`config.mk`:
```
export PLATFORM = sky130hd
export DESIGN_NAME = prog_mod_counter
export DESIGN_NICKNAME = d
export VERILOG_FILES = /design/src/rtl/prog_mod_counter.sv
export SDC_FILE = /design/constraint.sdc
export NUM_CORES = 1
export LEC_CHECK = 0
export CAP_MARGIN = 20
export CORE_UTILIZATION = 30
export DETAILED_ROUTE_END_ITERATION = 7
export GPL_TIMING_DRIVEN = 0
export PLACE_DENSITY = 0.61
export SETUP_SLACK_MARGIN = 0.5
export SYNTH_ARGS = -nofsm -noshare
export SYNTH_HDL_FRONTEND = slang
export SYNTH_SLANG_ARGS = --single-unit
```
`constraint.sdc`:
```
create_clock -name clk -period 3.2 [get_ports clk]
set_input_delay 0.48 -clock clk [delete_from_list [all_inputs] [get_ports clk]]
set_output_delay 0.48 -clock clk [all_outputs]
set_load 0.02 [all_outputs]
```
`src/rtl/prog_mod_counter.sv`:
```
// rtl/prog_mod_counter.sv - programmable up/down modulo counter with wrap/saturate and tc pulse
// Optional feature macro: PRESCALER_EN (adds prescale input and enabled-cycle prescaler)
module prog_mod_counter #(
  parameter int NBIT        = 8,
  parameter int DEFAULT_MAX = 30,
  parameter int PRESCALE_W  = 4
) (
  input  logic                  clk,
  input  logic                  reset_n,
  input  logic                  enable,
  input  logic                  clear,
  input  logic                  load,
  input  logic [NBIT-1:0]       load_value,
  input  logic                  max_we,
  input  logic [NBIT-1:0]       max_value,
  input  logic                  dir_up,
  input  logic                  wrap_mode,
`ifdef PRESCALER_EN
  input  logic [PRESCALE_W-1:0] prescale,
`endif
  output logic [NBIT-1:0]       count,
  output logic                  tc,
  output logic                  halted
);

  localparam logic [NBIT-1:0] RST_MAX = NBIT'(DEFAULT_MAX);

  typedef enum logic [1:0] {
    IDLE = 2'd0,
    RUN  = 2'd1,
    HALT = 2'd2
  } state_t;

  state_t          state;
  logic [NBIT-1:0] max_r;
  logic [NBIT-1:0] eff_max;
  logic [NBIT-1:0] load_clamped;
  logic            at_term;
  logic            shrink;
  logic            step;

  // A MAX write takes effect for load clamping and terminal detection in the same cycle
  assign eff_max      = max_we ? max_value : max_r;
  assign load_clamped = (load_value > eff_max) ? eff_max : load_value;
  assign at_term      = dir_up ? (count >= eff_max) : (count == '0);
  assign shrink       = max_we && (count > max_value);

`ifdef PRESCALER_EN
  logic [PRESCALE_W-1:0] presc_cnt;
  logic [PRESCALE_W-1:0] presc_lat;
  logic [PRESCALE_W-1:0] presc_div;
  logic                  presc_clr;

  // The divisor is resampled at the start of every prescaler period
  assign presc_div = (presc_cnt == '0) ? prescale : presc_lat;
  assign presc_clr = clear || load || (state == HALT);
  assign step      = enable && (presc_cnt == presc_div);

  always_ff @(posedge clk or negedge reset_n) begin
    if (!reset_n) begin
      presc_cnt <= '0;
      presc_lat <= '0;
    end else if (presc_clr) begin
      presc_cnt <= '0;
      presc_lat <= '0;
    end else if (enable) begin
      if (presc_cnt == '0) presc_lat <= prescale;
      if (step) presc_cnt <= '0;
      else      presc_cnt <= presc_cnt + 1'b1;
    end
  end
`else
  assign step = enable;
  if (PRESCALE_W < 1) begin : g_prescale_w_unused
  end
`endif

  always_ff @(posedge clk or negedge reset_n) begin
    if (!reset_n) begin
      count  <= '0;
      max_r  <= RST_MAX;
      tc     <= 1'b0;
      halted <= 1'b0;
      state  <= IDLE;
    end else begin
      tc <= 1'b0;
      if (max_we) max_r <= max_value;
      if (clear || load) begin
        count  <= clear ? '0 : load_clamped;
        state  <= enable ? RUN : IDLE;
        halted <= 1'b0;
      end else if (state == HALT) begin
        if (shrink) count <= max_value;
      end else begin
        state <= enable ? RUN : IDLE;
        if (shrink) begin
          count <= max_value;
        end else if (step) begin
          if (at_term) begin
            tc <= 1'b1;
            if (wrap_mode) begin
              count <= dir_up ? '0 : eff_max;
            end else begin
              state  <= HALT;
              halted <= 1'b1;
            end
          end else begin
            count <= dir_up ? count + 1'b1 : count - 1'b1;
          end
        end
      end
    end
  end

endmodule

```
# Word-level counts from Yosys, hierarchy flattened

Index checks and enable logic that the tools add are counted.

Flip-flop bits (word level): 20
Bits of input ports: 24
Output and inout port bits: 10
Word-level logic and storage cells: 55

Add/sub/neg operators: 2
Order comparisons: 3
Equal/unequal tests: 6
Muxes and demuxes: 31
Reduce and logical (&&, ||, !) cells: 8

Operator list:

| operator              | number |
|---|---|
| $mux W8               | 12 |
| $gt A8 B8 Y1          | 2 |
| $mux W1               | 13 |
| $mux W2               | 6 |
| $add A8 B1 Y8 const B | 1 |
| $ge A8 B8 Y1          | 1 |
| $logic_not A8 Y1      | 1 |
| $sub A8 B1 Y8 const B | 1 |
| $reduce_and A5 Y1     | 1 |
| $ne A2 B1 Y1 const B  | 2 |
| $ne A4 B2 Y1 const B  | 1 |
| $reduce_bool A2 Y1    | 2 |
| $ne A3 B3 Y1 const B  | 1 |
| $reduce_and A3 Y1     | 1 |
| $reduce_bool A3 Y1    | 1 |
| $eq A2 B2 Y1 const B  | 1 |
| $ne A2 B2 Y1 const B  | 1 |
| $logic_and A1 B1 Y1   | 1 |
| $logic_or A1 B1 Y1    | 1 |

# Longest topological paths before layout

Depth after elaboration: 8
Mapped depth: 12
Gate-level depth less buffers: 10

# Worst setup path before layout

OpenSTA, ideal clock, no wires.

Path type: input port to flip-flop
Start point: input port max_we
End point: register state[1]
Library setup time: 0.066 ns
Arrival time: 2.893 ns
Data required time: 3.134 ns
Slack: 0.241 ns
Stages on the path: 10
Buffers on the path: 1
Cell sequence: buf_2 -> mux2_2 -> ha_1 -> nand2b_1 -> a31oi_1 -> or4b_4 -> a21oi_4 -> inv_2 -> or4_4 -> nand2_1

Cells in the longest elaborated chain, start to end: 8
Elaborated cells on any way between the ends: 9
Those cells by class: 1 x order compare; 7 x mux; 1 x reduce/logical

RTL lines:

| element                | line | source |
|---|---|---|
| start: declaration     | 14   | `input logic max_we,` |
| $mux W8                | n/a  |  |
| net eff_max[0]         | 36   | `logic [NBIT-1:0] eff_max;` |
| $ge A8 B8 Y1           | 45   | `assign at_term = dir_up ? (count >= eff_max) : (count == '0);` |
| $mux W1                | 45   |  |
| $mux W2                | 99   | `if (at_term) begin` |
| $mux W2                | 98   | `end else if (step) begin` |
| $mux W2                | 96   | `if (shrink) begin` |
| $mux W2                | 92   | `end else if (state == HALT) begin` |
| $mux W2                | 88   | `if (clear \|\| load) begin` |
| end signal: assignment | 90   | `state <= enable ? RUN : IDLE;` |
| end signal: assignment | 95   | `state <= enable ? RUN : IDLE;` |
| end: declaration       | 34   | `state_t state;` |

The timed path passes the listed nets, and every way through them passes these cells. The select of a mux whose other input is x is not followed.
A chain may end at the register's enable or synchronous reset.

# Final worst setup path

Start point: input port max_value[7]
End point: register state[1]

Cells in the longest elaborated chain, start to end: 8
Elaborated cells on any way between the ends: 10
Those cells by class: 2 x order compare; 7 x mux; 1 x reduce/logical

RTL lines:

| element            | line | source |
|---|---|---|
| start: declaration | 15   | `input logic [NBIT-1:0] max_value,` |
| $mux W8            | n/a  |  |
| net eff_max[7]     | 36   |  |
| $ge A8 B8 Y1       | 45   |  |
| $mux W1            | 45   |  |
| $mux W2            | 99   |  |
| $mux W2            | 98   |  |
| $mux W2            | 96   |  |
| $mux W2            | 92   |  |
| $mux W2            | 88   |  |

The timed path passes the listed nets, and every way through them passes these cells. The select of a mux whose other input is x is not followed.

==> impl_results.md <==
* Worst hold start: halted$_DFFE_PN0P_
* Setup CP Type: input pin to flip-flop
* Hold EP: halted$_DFFE_PN0P_
* Via/cell ratio at 5.30
* Synth Warn # at 0
* H-tree depth at 1
* Maximum capacitance violations at 0
* Most Frequent Cell on Critical Path: inv_2
* TritonCTS clock tree: built
* Top-level port count at 34
* Syn_area_per_cell at 8.85 µm²
* Global router's overall resource usage at 0.169
* Reg clk slew, reported paths at 0.08 ns
* Antenna cells at 0
* Vias in the first global route at 1,887
* Post-synthesis sequential area ratio at 0.253
* Seq cells post-synth at 20
* Clock Path Buffers at 2
* Worst-Margin Slew at 0.697 ns
* Min-delay worst type: flip-flop to flip-flop
* Hold Path Stages at 2
* R2R Setup Slk at approximately 0.52 ns
* DRT antenna net count at 0
* CTS root buf: clkbuf_8
* Power per cell area at 472 nW/µm²
* Post-synth top area cell: dfrtp_1
* XOR/XNOR share of the synthesized area at 0.0263
* Syn nets at between 200 and 300
* CP max stage cell: or4b_4
* Combinational Power Share at 0.564
* Post-synth top area share at 0.200
* Initial Util at 0.313
* Synth Area in Adders at 0.198
* Number of enable flip-flop cells after synthesis at 0
* FMAX at around 0.37 GHz
* Initial antenna violation count at 0
* Synth area leaders: dfrtp_1 (20%), ha_1 (19%), dfstp_2 (5.3%)
* Core area at between 6000 and 7000 µm²
* Status: finished, final reports clean
* First-pass GRT wire length at 9.34 mm
* P_sw at ~0.52 mW
* Post-synth top cells: ha_1 (30), inv_1 (22), nor2_1 (20)
* Synthesized instance count at 226
* Largest net degree at the start of global routing at 21
* Largest stage delay, worst path at ~0.60 ns
* Worst skew pair latency at between 0.2 and 0.3 ns
* Internal power at ~0.76 mW
* Complex-gate fraction of the synthesized area at 0.230
* # DRC at 0
* Largest family of logic cells by synthesized area: compound AO/OA/AOI/OAI gates
* Slew Limit Headroom at 0.535
* Placer Congestion at 0.802
* Setup crit end kind: flip-flop
* Layout area overhead at 35.2%
* Tmin final at 2.68 ns
* FFs w/ async S/R, synth at 1.00
* Vert. Die Dim at 83.6 µm
* Placed Area at 2430 µm²
* Fraction of layout cells with a size suffix above 1 at 0.217
* Gr ovfl total at 0
* Routed wire length at between 5 and 6 mm
* Sequential power share at 0.274
* Die W at 83.6 µm
* Critical Path Source Type: input pin
* DR WL/cell at 16.4 µm
* # clock sinks at 20
* Crit-path cells: dlygate4sd2_1 > mux2_4 > inv_2 > ha_4 > nand2_1 > or4b_4 > a21oi_4 > inv_2 > or4_4 > nand2_2
* Post-cts hold buffer count at 0
* Mux contribution to synthesized area at 0.0851
* Hold Fails Final Rpt at 0
* Final Cycle Share at 0.838
* Leakage power total at 1.23 nW
* Count leader, synth: ha_1
* Clk_skew at 0.00175 ns
* DR pass1 iterations at 4
* Max Fanout on Critical Path at 5
* R2r startpoint: max_r[2]$_DFF_PN1_
* Fin util at 0.423
* # setup viols final at 0
* Unrepaired setup endpoints after global routing: yes
* Clock power share at 0.162
* CTS Buf Count at 3
* Area of the mapped netlist at approximately 2000 µm²
* Dpl hpwl at 4.22 mm
* Count of cell types in the netlist at 47
* Final nets at ~330
* Routed vias at around 1.8k
* Top_reg_cell synth: dfrtp_1
* Switch share at 0.407
* Overall Power at 1.27 mW
* Reg-to-Reg End: state[1]$_DFFE_PN0P_
* Die area at 6990 µm²
* Number of buffers added on ports at 31
* Peak VDD IR at 0.249 mV
* Max Slew Vio Count at 0
* Arr. time, crit path at 2.89 ns
* Simple-gate share of the synthesized area at 0.150
* Req. time, crit path at between 3 and 4 ns
* Finished Cell Area at 2700 µm²
* DRT iter0 DRCs at 113
* FP Rows at 29
* Reg2Reg Depth at 10
-- worst max-delay path: cells and delay by family --
kind            cells  cell delay [ns]
buf+inv             3             0.44
simple gates        4             1.26
fa+ha+maj           1             0.15
mux                 1             0.30
compound gates      1             0.28
-- cell type report --
class                   instances  area (µm²)
flip-flops and latches         20         505
plain buffers                   7        51.3
inverters                      23        97.6
fillers                       652        3680
well taps                      77        96.3
clock buffers                   4        55.1
repair buffers                 42         400
multi-input cells             176        1500
-- flip-flops by register name, summed over array words and instances (netlist names) --
name,count
count,8
state,2
tc,1
max_r,8
halted,1
-- placed cells by master (no fill, tap or decap), drive strengths merged, types with 4 or more instances in the layout --
cell type	count
mux2	8
a21oi	17
a31oi	6
nand4	4
clkbuf	7
o21ai	8
nor2	20
mux2i	8
inv	22
clkdlybuf4s50	23
ha	30
buf	15
nand2	16
dfstp	4
dfrtp	16
a211o	5
dlygate4sd2	7
o211ai	10
-- routing by layer --
layer,vias to the layer above,track usage,wire (µm)
met3,5,0.0168,157
met2,30,0.291,2760
li1,922,-,-
met5,-,0,0
met4,0,0.0385,48
met1,891,0.227,2750
-- worst max-delay path by stage --
stage | startpoint | endpoint | slack [ns] | cells past startpoint
CTS | max_value[5] | count[1]$_DFFE_PN0P_ | 0.49 | 14
finish | max_value[7] | state[1]$_DFFE_PN0P_ | 0.52 | 10
detailed placement | max_value[7] | state[1]$_DFFE_PN0P_ | -0.22 | 10
global route | max_value[5] | count[1]$_DFFE_PN0P_ | 0.41 | 14
floorplan | max_we | state[1]$_DFFE_PN0P_ | 0.39 | 10
global placement | max_value[7] | state[1]$_DFFE_PN0P_ | -0.18 | 10
-- through the flow --
step                TNS (ns)  setup WS, ns  std cells  hold WS, ns
finish                     0         0.518        349        0.484
global route               0         0.411        349        0.515
CTS                        0         0.490        345        0.490
detailed placement     -1.52        -0.220        334        0.469
global placement       -1.27        -0.179        334        0.469
floorplan                  0         0.388        226        0.184
-- logic make-up after synthesis --
logic type,after synthesis
AO/OA/AOI/OAI,63
XOR/XNOR,6
adder cells (fa/ha/maj),31
buffers and inverters,30
flip-flops,20
multiplexers,16
AND/OR/NAND/NOR,60
-- repair_timing --
| item | 4_1_cts | 5_1_grt |
|---|---|---|
| resized for setup | 32 | 15 |
| hold endpoints to repair | 0 | 0 |
| setup buffers | 7 | 3 |
| pin swaps | 9 | 11 |
| endpoints found under the setup margin | 12 | 10 |
-- power by group through the flow --
stage	clock network (mW)	logic [mW]	registers (mW)
floorplan	0	0.411	0.362
detailed placement	0	0.623	0.347
global route	0.222	0.790	0.357
global placement	0	0.613	0.347
CTS	0.210	0.676	0.346
finish	0.206	0.719	0.349
(Power assumes the default switching activity.)
